==> src/rtl/csr_unit_mw_if.sv <==
// MW-stage CSR/trap bus between the pipeline and csr_unit_mw.
interface csr_unit_mw_if;
  logic        insn_valid_mw;
  logic        csr_rf_rd_mw;
  logic        csr_rf_wr_mw;
  logic [11:0] csr_addr_mw;
  logic [31:0] csr_wdata_mw;
  logic [31:0] pc_mw;
  logic        is_mret_mw;
  logic        timer_irq;
  logic        ext_irq;
  logic [31:0] csr_rdata;
  logic        csr_illegal;
  logic        epc_taken;
  logic [31:0] epc_pc;

  modport master (
    output insn_valid_mw, csr_rf_rd_mw, csr_rf_wr_mw, csr_addr_mw, csr_wdata_mw,
           pc_mw, is_mret_mw, timer_irq, ext_irq,
    input  csr_rdata, csr_illegal, epc_taken, epc_pc
  );
  modport slave (
    input  insn_valid_mw, csr_rf_rd_mw, csr_rf_wr_mw, csr_addr_mw, csr_wdata_mw,
           pc_mw, is_mret_mw, timer_irq, ext_irq,
    output csr_rdata, csr_illegal, epc_taken, epc_pc
  );
endinterface

==> src/rtl/csr_unit_mw.sv <==
// Machine-mode CSR file and trap/mret sequencer at the MW stage.
module csr_unit_mw #(
  parameter logic [31:0] MTVEC_RESET = 32'h0000_0000,
  parameter logic [31:0] HARTID      = 32'h0
) (
  input logic          clk,
  input logic          rst,
  csr_unit_mw_if.slave bus
);
  logic        mie_q, mpie_q, mtie_q, meie_q, mtip_q, meip_q, rst_q;
  logic [31:0] mtvec_q, mscratch_q, mepc_q, mcause_q;
  logic [63:0] mcycle_q, mcycle_d, minstret_q, minstret_d;

  logic        valid, rd_en, wr_en, impl, ro, blk, irq_ext, irq_tmr, trap, mret, wr_ok;
  logic [4:0]  cause_code;
  logic [31:0] rval, tvec_base;
  logic [11:0] addr;
  logic [31:0] wdata;

  assign valid = bus.insn_valid_mw;
  assign addr  = bus.csr_addr_mw;
  assign wdata = bus.csr_wdata_mw;
  assign rd_en = valid & bus.csr_rf_rd_mw;
  assign wr_en = valid & bus.csr_rf_wr_mw;

  always_comb begin
    rval = '0;
    impl = 1'b1;
    ro   = 1'b0;
    case (addr)
      12'h300: rval = {19'b0, 2'b11, 3'b0, mpie_q, 3'b0, mie_q, 3'b0};
      12'h304: rval = {20'b0, meie_q, 3'b0, mtie_q, 7'b0};
      12'h305: rval = mtvec_q;
      12'h340: rval = mscratch_q;
      12'h341: rval = mepc_q;
      12'h342: rval = mcause_q;
      12'h344: begin rval = {20'b0, meip_q, 3'b0, mtip_q, 7'b0}; ro = 1'b1; end
      12'hB00: rval = mcycle_q[31:0];
      12'hB80: rval = mcycle_q[63:32];
      12'hB02: rval = minstret_q[31:0];
      12'hB82: rval = minstret_q[63:32];
      12'hF14: begin rval = HARTID; ro = 1'b1; end
      default: impl = 1'b0;
    endcase
  end

  assign bus.csr_illegal = (rd_en | wr_en) & (~impl | (wr_en & ro));
  assign bus.csr_rdata   = rd_en ? rval : 32'h0;

  // blk suppresses redirects during reset and the cycle right after it
  assign blk        = rst | rst_q;
  assign irq_ext    = meie_q & meip_q;
  assign irq_tmr    = mtie_q & mtip_q;
  assign trap       = ~blk & valid & mie_q & (irq_ext | irq_tmr);
  assign mret       = ~blk & valid & bus.is_mret_mw & ~trap;
  assign cause_code = irq_ext ? 5'd11 : 5'd7;
  assign wr_ok      = wr_en & ~bus.csr_illegal & ~trap;
  assign tvec_base  = {mtvec_q[31:2], 2'b00};

  assign bus.epc_taken = trap | mret;
  assign bus.epc_pc    = trap ? ((mtvec_q[1:0] == 2'b01) ? tvec_base + {25'b0, cause_code, 2'b00}
                                                         : tvec_base)
                              : mepc_q;

  always_comb begin
    mcycle_d   = mcycle_q + 64'd1;
    minstret_d = minstret_q + {63'b0, valid & ~trap};
    if (wr_ok) begin
      case (addr)
        12'hB00: mcycle_d   = {mcycle_q[63:32], wdata};
        12'hB80: mcycle_d   = {wdata, mcycle_q[31:0]};
        12'hB02: minstret_d = {minstret_q[63:32], wdata};
        12'hB82: minstret_d = {wdata, minstret_q[31:0]};
        default: ;
      endcase
    end
  end

  always_ff @(posedge clk) begin
    if (rst) begin
      rst_q      <= 1'b1;
      mie_q      <= 1'b0;
      mpie_q     <= 1'b0;
      mtie_q     <= 1'b0;
      meie_q     <= 1'b0;
      mtip_q     <= 1'b0;
      meip_q     <= 1'b0;
      mtvec_q    <= MTVEC_RESET;
      mscratch_q <= '0;
      mepc_q     <= '0;
      mcause_q   <= '0;
      mcycle_q   <= '0;
      minstret_q <= '0;
    end else begin
      rst_q      <= 1'b0;
      mtip_q     <= bus.timer_irq;
      meip_q     <= bus.ext_irq;
      mcycle_q   <= mcycle_d;
      minstret_q <= minstret_d;
      if (trap) begin
        mepc_q   <= bus.pc_mw;
        mcause_q <= {1'b1, 26'b0, cause_code};
        mpie_q   <= mie_q;
        mie_q    <= 1'b0;
      end else if (mret) begin
        mie_q  <= mpie_q;
        mpie_q <= 1'b1;
      end else if (wr_ok) begin
        case (addr)
          12'h300: begin mie_q <= wdata[3]; mpie_q <= wdata[7]; end
          12'h304: begin mtie_q <= wdata[7]; meie_q <= wdata[11]; end
          12'h305: mtvec_q    <= wdata;
          12'h340: mscratch_q <= wdata;
          12'h341: mepc_q     <= {wdata[31:2], 2'b00};
          12'h342: mcause_q   <= wdata;
          default: ;
        endcase
      end
    end
  end
endmodule
==> src/flat_wrapper.sv <==
// flat-port wrapper written by rule: the top's interface ports become plain ports
module csr_unit_mw_flat 
#(
  parameter logic [31:0] MTVEC_RESET = 32'h0000_0000,
  parameter logic [31:0] HARTID      = 32'h0
)
  (clk, rst, bus_insn_valid_mw, bus_csr_rf_rd_mw, bus_csr_rf_wr_mw, bus_csr_addr_mw, bus_csr_wdata_mw, bus_pc_mw, bus_is_mret_mw, bus_timer_irq, bus_ext_irq, bus_csr_rdata, bus_csr_illegal, bus_epc_taken, bus_epc_pc);
  csr_unit_mw_if bus_i ();
  input logic clk;
  input logic rst;
  input wire logic [$bits(bus_i.insn_valid_mw)-1:0] bus_insn_valid_mw;
  input wire logic [$bits(bus_i.csr_rf_rd_mw)-1:0] bus_csr_rf_rd_mw;
  input wire logic [$bits(bus_i.csr_rf_wr_mw)-1:0] bus_csr_rf_wr_mw;
  input wire logic [$bits(bus_i.csr_addr_mw)-1:0] bus_csr_addr_mw;
  input wire logic [$bits(bus_i.csr_wdata_mw)-1:0] bus_csr_wdata_mw;
  input wire logic [$bits(bus_i.pc_mw)-1:0] bus_pc_mw;
  input wire logic [$bits(bus_i.is_mret_mw)-1:0] bus_is_mret_mw;
  input wire logic [$bits(bus_i.timer_irq)-1:0] bus_timer_irq;
  input wire logic [$bits(bus_i.ext_irq)-1:0] bus_ext_irq;
  output wire logic [$bits(bus_i.csr_rdata)-1:0] bus_csr_rdata;
  output wire logic [$bits(bus_i.csr_illegal)-1:0] bus_csr_illegal;
  output wire logic [$bits(bus_i.epc_taken)-1:0] bus_epc_taken;
  output wire logic [$bits(bus_i.epc_pc)-1:0] bus_epc_pc;
  assign bus_i.insn_valid_mw = bus_insn_valid_mw;
  assign bus_i.csr_rf_rd_mw = bus_csr_rf_rd_mw;
  assign bus_i.csr_rf_wr_mw = bus_csr_rf_wr_mw;
  assign bus_i.csr_addr_mw = bus_csr_addr_mw;
  assign bus_i.csr_wdata_mw = bus_csr_wdata_mw;
  assign bus_i.pc_mw = bus_pc_mw;
  assign bus_i.is_mret_mw = bus_is_mret_mw;
  assign bus_i.timer_irq = bus_timer_irq;
  assign bus_i.ext_irq = bus_ext_irq;
  assign bus_csr_rdata = bus_i.csr_rdata;
  assign bus_csr_illegal = bus_i.csr_illegal;
  assign bus_epc_taken = bus_i.epc_taken;
  assign bus_epc_pc = bus_i.epc_pc;
  csr_unit_mw #(.MTVEC_RESET(MTVEC_RESET), .HARTID(HARTID)) u_core (.clk(clk), .rst(rst), .bus(bus_i));
endmodule
==> config.mk <==
export PLATFORM = sky130hd
export DESIGN_NAME = csr_unit_mw_flat
export DESIGN_NICKNAME = d
export VERILOG_FILES = /design/src/rtl/csr_unit_mw_if.sv /design/src/rtl/csr_unit_mw.sv /design/src/flat_wrapper.sv
export SDC_FILE = /design/constraint.sdc
export NUM_CORES = 1
export LEC_CHECK = 0
export ABC_AREA = 1
export CAP_MARGIN = 10
export CELL_PAD_IN_SITES_DETAIL_PLACEMENT = 0
export CELL_PAD_IN_SITES_GLOBAL_PLACEMENT = 1
export CORE_ASPECT_RATIO = 1.4
export CORE_MARGIN = 2
export CORE_UTILIZATION = 41
export DETAILED_ROUTE_END_ITERATION = 16
export PLACE_DENSITY = 0.87
export SETUP_SLACK_MARGIN = 0.1
export SLEW_MARGIN = 0
export SYNTH_ARGS = -nofsm -noshare
export SYNTH_HDL_FRONTEND = slang
export SYNTH_SLANG_ARGS = --single-unit
==> constraint.sdc <==
create_clock -name clk -period 4.25 [get_ports clk]
set_clock_uncertainty 0.2 [all_clocks]
set_input_delay 0.85 -clock clk [delete_from_list [all_inputs] [get_ports clk]]
set_output_delay 0.85 -clock clk [all_outputs]
set_load 0.02 [all_outputs]
* Yosys cells after proc, flatten, opt, wreduce, memory -nomap -nowiden *
Cells that the tools add are included.

cells by class
  add/subtract/negate cells = 3
  equality and inequality tests = 18
  muxes and demuxes = 27
  bitwise gates (word level) = 24
  reduce and logical (&&, ||, !) cells = 18

operators by type and width
  cell                                                                      count
  32-bit two-way mux                                                        11
  32-bit case mux with 11 select lines                                      1
  64-bit case mux with 2 select lines                                       2
  64-bit two-way mux                                                        2
  12-bit by 10-bit equality test with 1-bit output (second input constant)  7
  64-bit by 1-bit adder with 64-bit output                                  1
  64-bit by 1-bit adder with 64-bit output (second input constant)          1
  12-bit equality test (second input constant)                              5
  32-bit by 7-bit adder with 32-bit output                                  1
  1-bit AND                                                                 14
  4-bit AND reduction                                                       3
  12-bit OR reduction                                                       1
  1-bit two-way mux                                                         10
  2-bit nonzero test                                                        5
  3-bit AND reduction                                                       3
  2-bit != test (second input constant)                                     4
  3-bit nonzero test                                                        2
  1-bit NOT                                                                 5
  1-bit bitwise OR                                                          5
  4-bit two-way mux                                                         1
  2-bit AND reduction                                                       2
  2-bit OR reduction                                                        2
  2-bit by 1-bit equality test with 1-bit output (second input constant)    1
  2-bit by 1-bit != test with 1-bit output (second input constant)          1

storage, ports and cells
  register bits = 263
  input port bits = 84
  output and inout port bits = 66
  word-level logic and storage cells = 106

* Logic depth before layout (Yosys ltp) *
  word-level depth = 12
  gate-level depth with buffers = 24
  mapped depth without buffers = 22

* Worst setup path after synthesis *
Ideal clock, no wire load.

  path kind = in2reg
  start point = input port rst
  end point = register u_core.minstret_q[56]
  library setup time = 128 ps
  data arrival time = 3,482 ps
  slack = 440 ps
  cell stages on the path = 23
  buffers on the path = 3
  cells stage by stage = buf_2 -> nor3_1 -> nand3_1 -> inv_2 -> clkbuf_1 -> buf_1 -> nor2_1 -> ha_1 -> ha_1 -> inv_1 -> nor2_1 -> nand2_1 -> inv_1 -> nand2_1 -> inv_1 -> nand4_1 -> nand2_1 -> nand2_1 -> nand2_1 -> nand2_1 -> nand2_1 -> nor2_1 -> nor2_1

on the way
  word-level cells in the longest chain between the ends = 10

ends and longest elaborated chain
  element                                   line                RTL
  from (decl)                               flat_wrapper.sv:10  input logic rst;
  1-bit bitwise OR                          csr_unit_mw.sv:51   assign blk = rst | rst_q;
  1-bit NOT                                 csr_unit_mw.sv:54   assign trap = ~blk & valid & mie_q & (irq_ext | irq_tmr);
  1-bit AND (3 in series)                   csr_unit_mw.sv:54
  1-bit NOT (no line)                       n/a
  1-bit AND                                 csr_unit_mw.sv:67   minstret_d = minstret_q + {63'b0, valid & ~trap};
  64-bit by 1-bit adder with 64-bit output  csr_unit_mw.sv:67
  64-bit case mux with 2 select lines       csr_unit_mw.sv:69   case (addr)
  64-bit two-way mux                        csr_unit_mw.sv:68   if (wr_ok) begin
  to (signal assigned)                      csr_unit_mw.sv:99   minstret_q <= minstret_d;
  to (decl)                                 csr_unit_mw.sv:12   logic [63:0] mcycle_q, mcycle_d, minstret_q, minstret_d;

Several ways; a longest one is shown, not always the timed one.
A chain may end at the register's enable or synchronous reset.

* Final worst setup path *
  start point = register u_core.meip_q
  end point = output port bus_epc_pc[16]

on the way
  word-level cells in the longest chain between the ends = 5

ends and longest elaborated chain
  element                                   line                RTL
  from (decl)                               csr_unit_mw.sv:10   logic mie_q, mpie_q, mtie_q, meie_q, mtip_q, meip_q, rst_q;
  from (signal assigned)                    csr_unit_mw.sv:97   meip_q <= bus.ext_irq;
  1-bit AND (*)                             csr_unit_mw.sv:52   assign irq_ext = meie_q & meip_q;
  4-bit two-way mux                         csr_unit_mw.sv:56   assign cause_code = irq_ext ? 5'd11 : 5'd7;
  32-bit by 7-bit adder with 32-bit output  csr_unit_mw.sv:61   assign bus.epc_pc = trap ? ((mtvec_q[1:0] == 2'b01) ? tvec_base + {25'b0, cause_code, 2'b00}
  32-bit two-way mux                        csr_unit_mw.sv:61
  32-bit two-way mux (*)                    csr_unit_mw.sv:61
  to (decl)                                 flat_wrapper.sv:23  output wire logic [$bits(bus_i.epc_pc)-1:0] bus_epc_pc;

Mark *: on every way between the ends. The rest lies on a longest branch, timed or not.

==> reports/qor.csv <==
stage,metric,value,unit
die,core,46200,µm²
placed_design,dp_hpwl,79.4,mm
critical_path,path_class,flop to output port,
synthesis,yosysWarnings,0,
outcome,status,finished clean,
clock_tree,cts-hold-fix-buffers,0,
clock_tree,clkSlewWorstSetupHoldPaths,0.07,ns
global_route,grt_remaining_overflow,0,
final_layout,final_common_cell,nand2_1,
routing,dr.pass1.iters,6,
power,p_per_area,243,nW/µm²
placed_design,dp.cells,4294,
critical_path,critPathLaunchType,flop,
synthesis,ys_types,45,
routing,ant_nets,0,
min_path,hp-class,flop to flop,
final_layout,fin_cells,4359,
global_route,grt_max_degree,76,
final_layout,final_cell_mix,"nand2_1 (1,024), nor2_1 (833), inv_1 (270), o21ai_0 (263), dfxtp_1 (262)",
sta,max_freq,245,MHz
critical_path,cp-startpoint,u_core.meip_q,
routing,wl_per_cell,23.3,µm
synthesis,netlist_area,19200,µm²
routing,drt_iter0_drc,2334,
die,io_pins,150,
clock_tree,cts_tree,built,
final_layout,n_fill_cell,4910,
routing,vias,24400,
clock_tree,cts-root-buf,clkbuf_16,
die,core.rowCount,93,
die,die_h,260,µm
critical_path,required,3.20,ns
final_layout,drive_gt1_share,12.1,%
critical_path,reg2reg_from,u_core.meip_q,
routing,routed_wl,102,mm
clock_tree,clock-sinks,263,
placed_design,portBuffers,149,
critical_path,path_cells,nand2_2 -> inv_1 -> ha_4 -> inv_1 -> nor2_1 -> nor2_1 -> nor2_2 -> nand2_2 -> nor2_4 -> nand2_2 -> nor2_1 -> nand3b_1 -> nand2_1 -> clkdlybuf4s50_1,
global_route,grt_pass1_vias,23100,
critical_path,slowest_stage,clkdlybuf4s50_1,
die,die_area,48700,µm²
synthesis,netlist_instances,3439,
clock_tree,clock_path_buffers,3,
global_route,antenna_found_initial,3,
final_layout,syn_to_final_growth,28.3,%
clock_tree,cts_buffers,34,
power,p_leak,9.64,nW
critical_path,cp_slowest_stage_delay,0.54,ns
clock_tree,h-tree-depth,2,
global_route,track_usage,40.8,%
power,ir_worst_vdd,261,µV
synthesis,avgSynthCellArea,5.59,µm²
sta,slew_headroom,30.3,%
synthesis,async_flop_share,0,%
sta,tns,0,ns
die,start_util,41.6,%
synthesis,synth-seq-cells,263,
sta,maxSlewViolCount,0,
global_route,grt_pass1_wl,148,mm
sta,finalSetupViolations,0,
synthesis,postSynthNetCount,3530,
sta,hold_viol_final,0,
routing,drc,0,
sta,fin_crit_sh,96.1,%
job,maxCapViolations,0,
sta,worstMarginPinSlew,1.04,ns
routing,avgViaCountPerCell,5.60,
min_path,min_from,u_core.mcause_q[4],
synthesis,synth_ff_type,dfxtp_1,
final_layout,fin_nets,3810,
critical_path,end_kind,output port,
sta,min_period,4.09,ns
clock_tree,clkLatencyLatePin,0.55,ns
sta,rsz0062_at_grt,true,
synthesis,synth-seq-area-share,27.4,%
critical_path,crit_path_max_fanout,4,
synthesis,synth_edf_count,0,
die,die_w,187,µm
placed_design,finalWeightedCongestion,1.06,
critical_path,critical_path_arrival,3.04,ns
-- state kept, by name, indices dropped and copies added, names as in the netlist, 32 cells and up --
signal             flops
u_core.mtvec_q        32
u_core.mcause_q       32
u_core.mscratch_q     32
u_core.minstret_q     64
u_core.mepc_q         32
u_core.mcycle_q       64
-- power by group --
group          leakage [nW]  switching [mW]  total, mW  internal [mW]
Clock                 0.577            1.26       3.19           1.92
Sequential             2.12         0.00577       2.48           2.47
Combinational          6.94           0.215      0.328          0.113
-- cells in the mapped netlist, types with 7 or more instances --
master | number | area (µm²)
a31oi_1 | 18 | 113
nand2_1 | 1032 | 3870
nand2_2 | 8 | 50.1
nor2_1 | 850 | 3190
nand3_1 | 87 | 435
o22ai_1 | 75 | 469
o21ai_1 | 15 | 75.1
dfxtp_1 | 263 | 5270
o21ai_0 | 266 | 1330
inv_2 | 7 | 26.3
a221oi_1 | 29 | 254
nand4_1 | 53 | 332
ha_1 | 7 | 87.6
inv_1 | 272 | 1020
nor3_1 | 57 | 285
buf_1 | 14 | 52.6
a22oi_1 | 29 | 218
a21oi_1 | 78 | 390
xor2_1 | 86 | 753
buf_2 | 34 | 170
clkbuf_1 | 103 | 387
-- cell families (layout without fill, tap and decap cells) --
logic type / count (synthesis) / after routing / share of synthesized area (%)
AND/OR/NAND/NOR: 2107 / 2107 / 43.4
buffers and inverters: 443 / 745 / 9.00
XOR/XNOR: 89 / 89 / 4.05
adder cells (fa/ha/maj): 7 / 7 / 0.455
flip-flops: 263 / 263 / 27.4
other: 0 / 1 / 0
AO/OA/AOI/OAI: 530 / 530 / 15.7
-- stage by stage --
step	util (%)	setup WS (ns)	hold WS [ns]	instance area, µm²	power [mW]
floorplan	-	0.440	0.240	19200	2.63
global placement	50.2	-0.264	0.252	23200	2.84
detailed placement	50.2	-0.273	0.258	23200	2.84
CTS	52.9	0.0159	0.267	24400	5.98
global route	53.4	0.0864	0.282	24700	6.10
finish	53.4	0.164	0.268	24700	5.99
-- area by class of cell --
cell class | instances | area [µm²] | share of cell area [%]
repair buffers | 405 | 3770 | 15.3
clock inverters | 12 | 213 | 0.862
flip-flops and latches | 263 | 5270 | 21.3
well taps | 617 | 772 | 3.13
diodes | 1 | 2.50 | 0.0101
inverters | 282 | 1060 | 4.30
clock buffers | 46 | 977 | 3.96
multi-input cells | 2733 | 12600 | 51.1
-- path summary, 6_finish.rpt --
check	cells after the start	slack, ns	endpoint
min reg2reg	2	0.27	u_core.mcause_q[4]
max reg2reg	20	0.81	u_core.minstret_q[62]
min	2	0.27	u_core.mcause_q[4]
max	14	0.16	bus_epc_pc[16]
-- critical path: cells and delay by family, from the launching register on --
kind | cells | cell delay, ns
DFF | 1 | 0.35
and+or+nand+nor | 10 | 1.14
buffers and inverters | 3 | 0.69
adders and majority gates | 1 | 0.29
-- routing by layer --
metal	global-route usage, %	routed length, µm	vias up
li1	-	-	11500
met1	47.1	37800	11100
met2	68.8	46600	1367
met3	6.85	8750	389
met4	29.3	8530	4
met5	0	46	-
-- repair_timing --
item,CTS,global route
resized for setup,150,126
pin swaps,3,10
endpoints found under the setup margin,55,53
cloned,0,2
hold endpoints to repair,0,0
buffers inserted,1,3
Power figures use the tool's default switching activity.
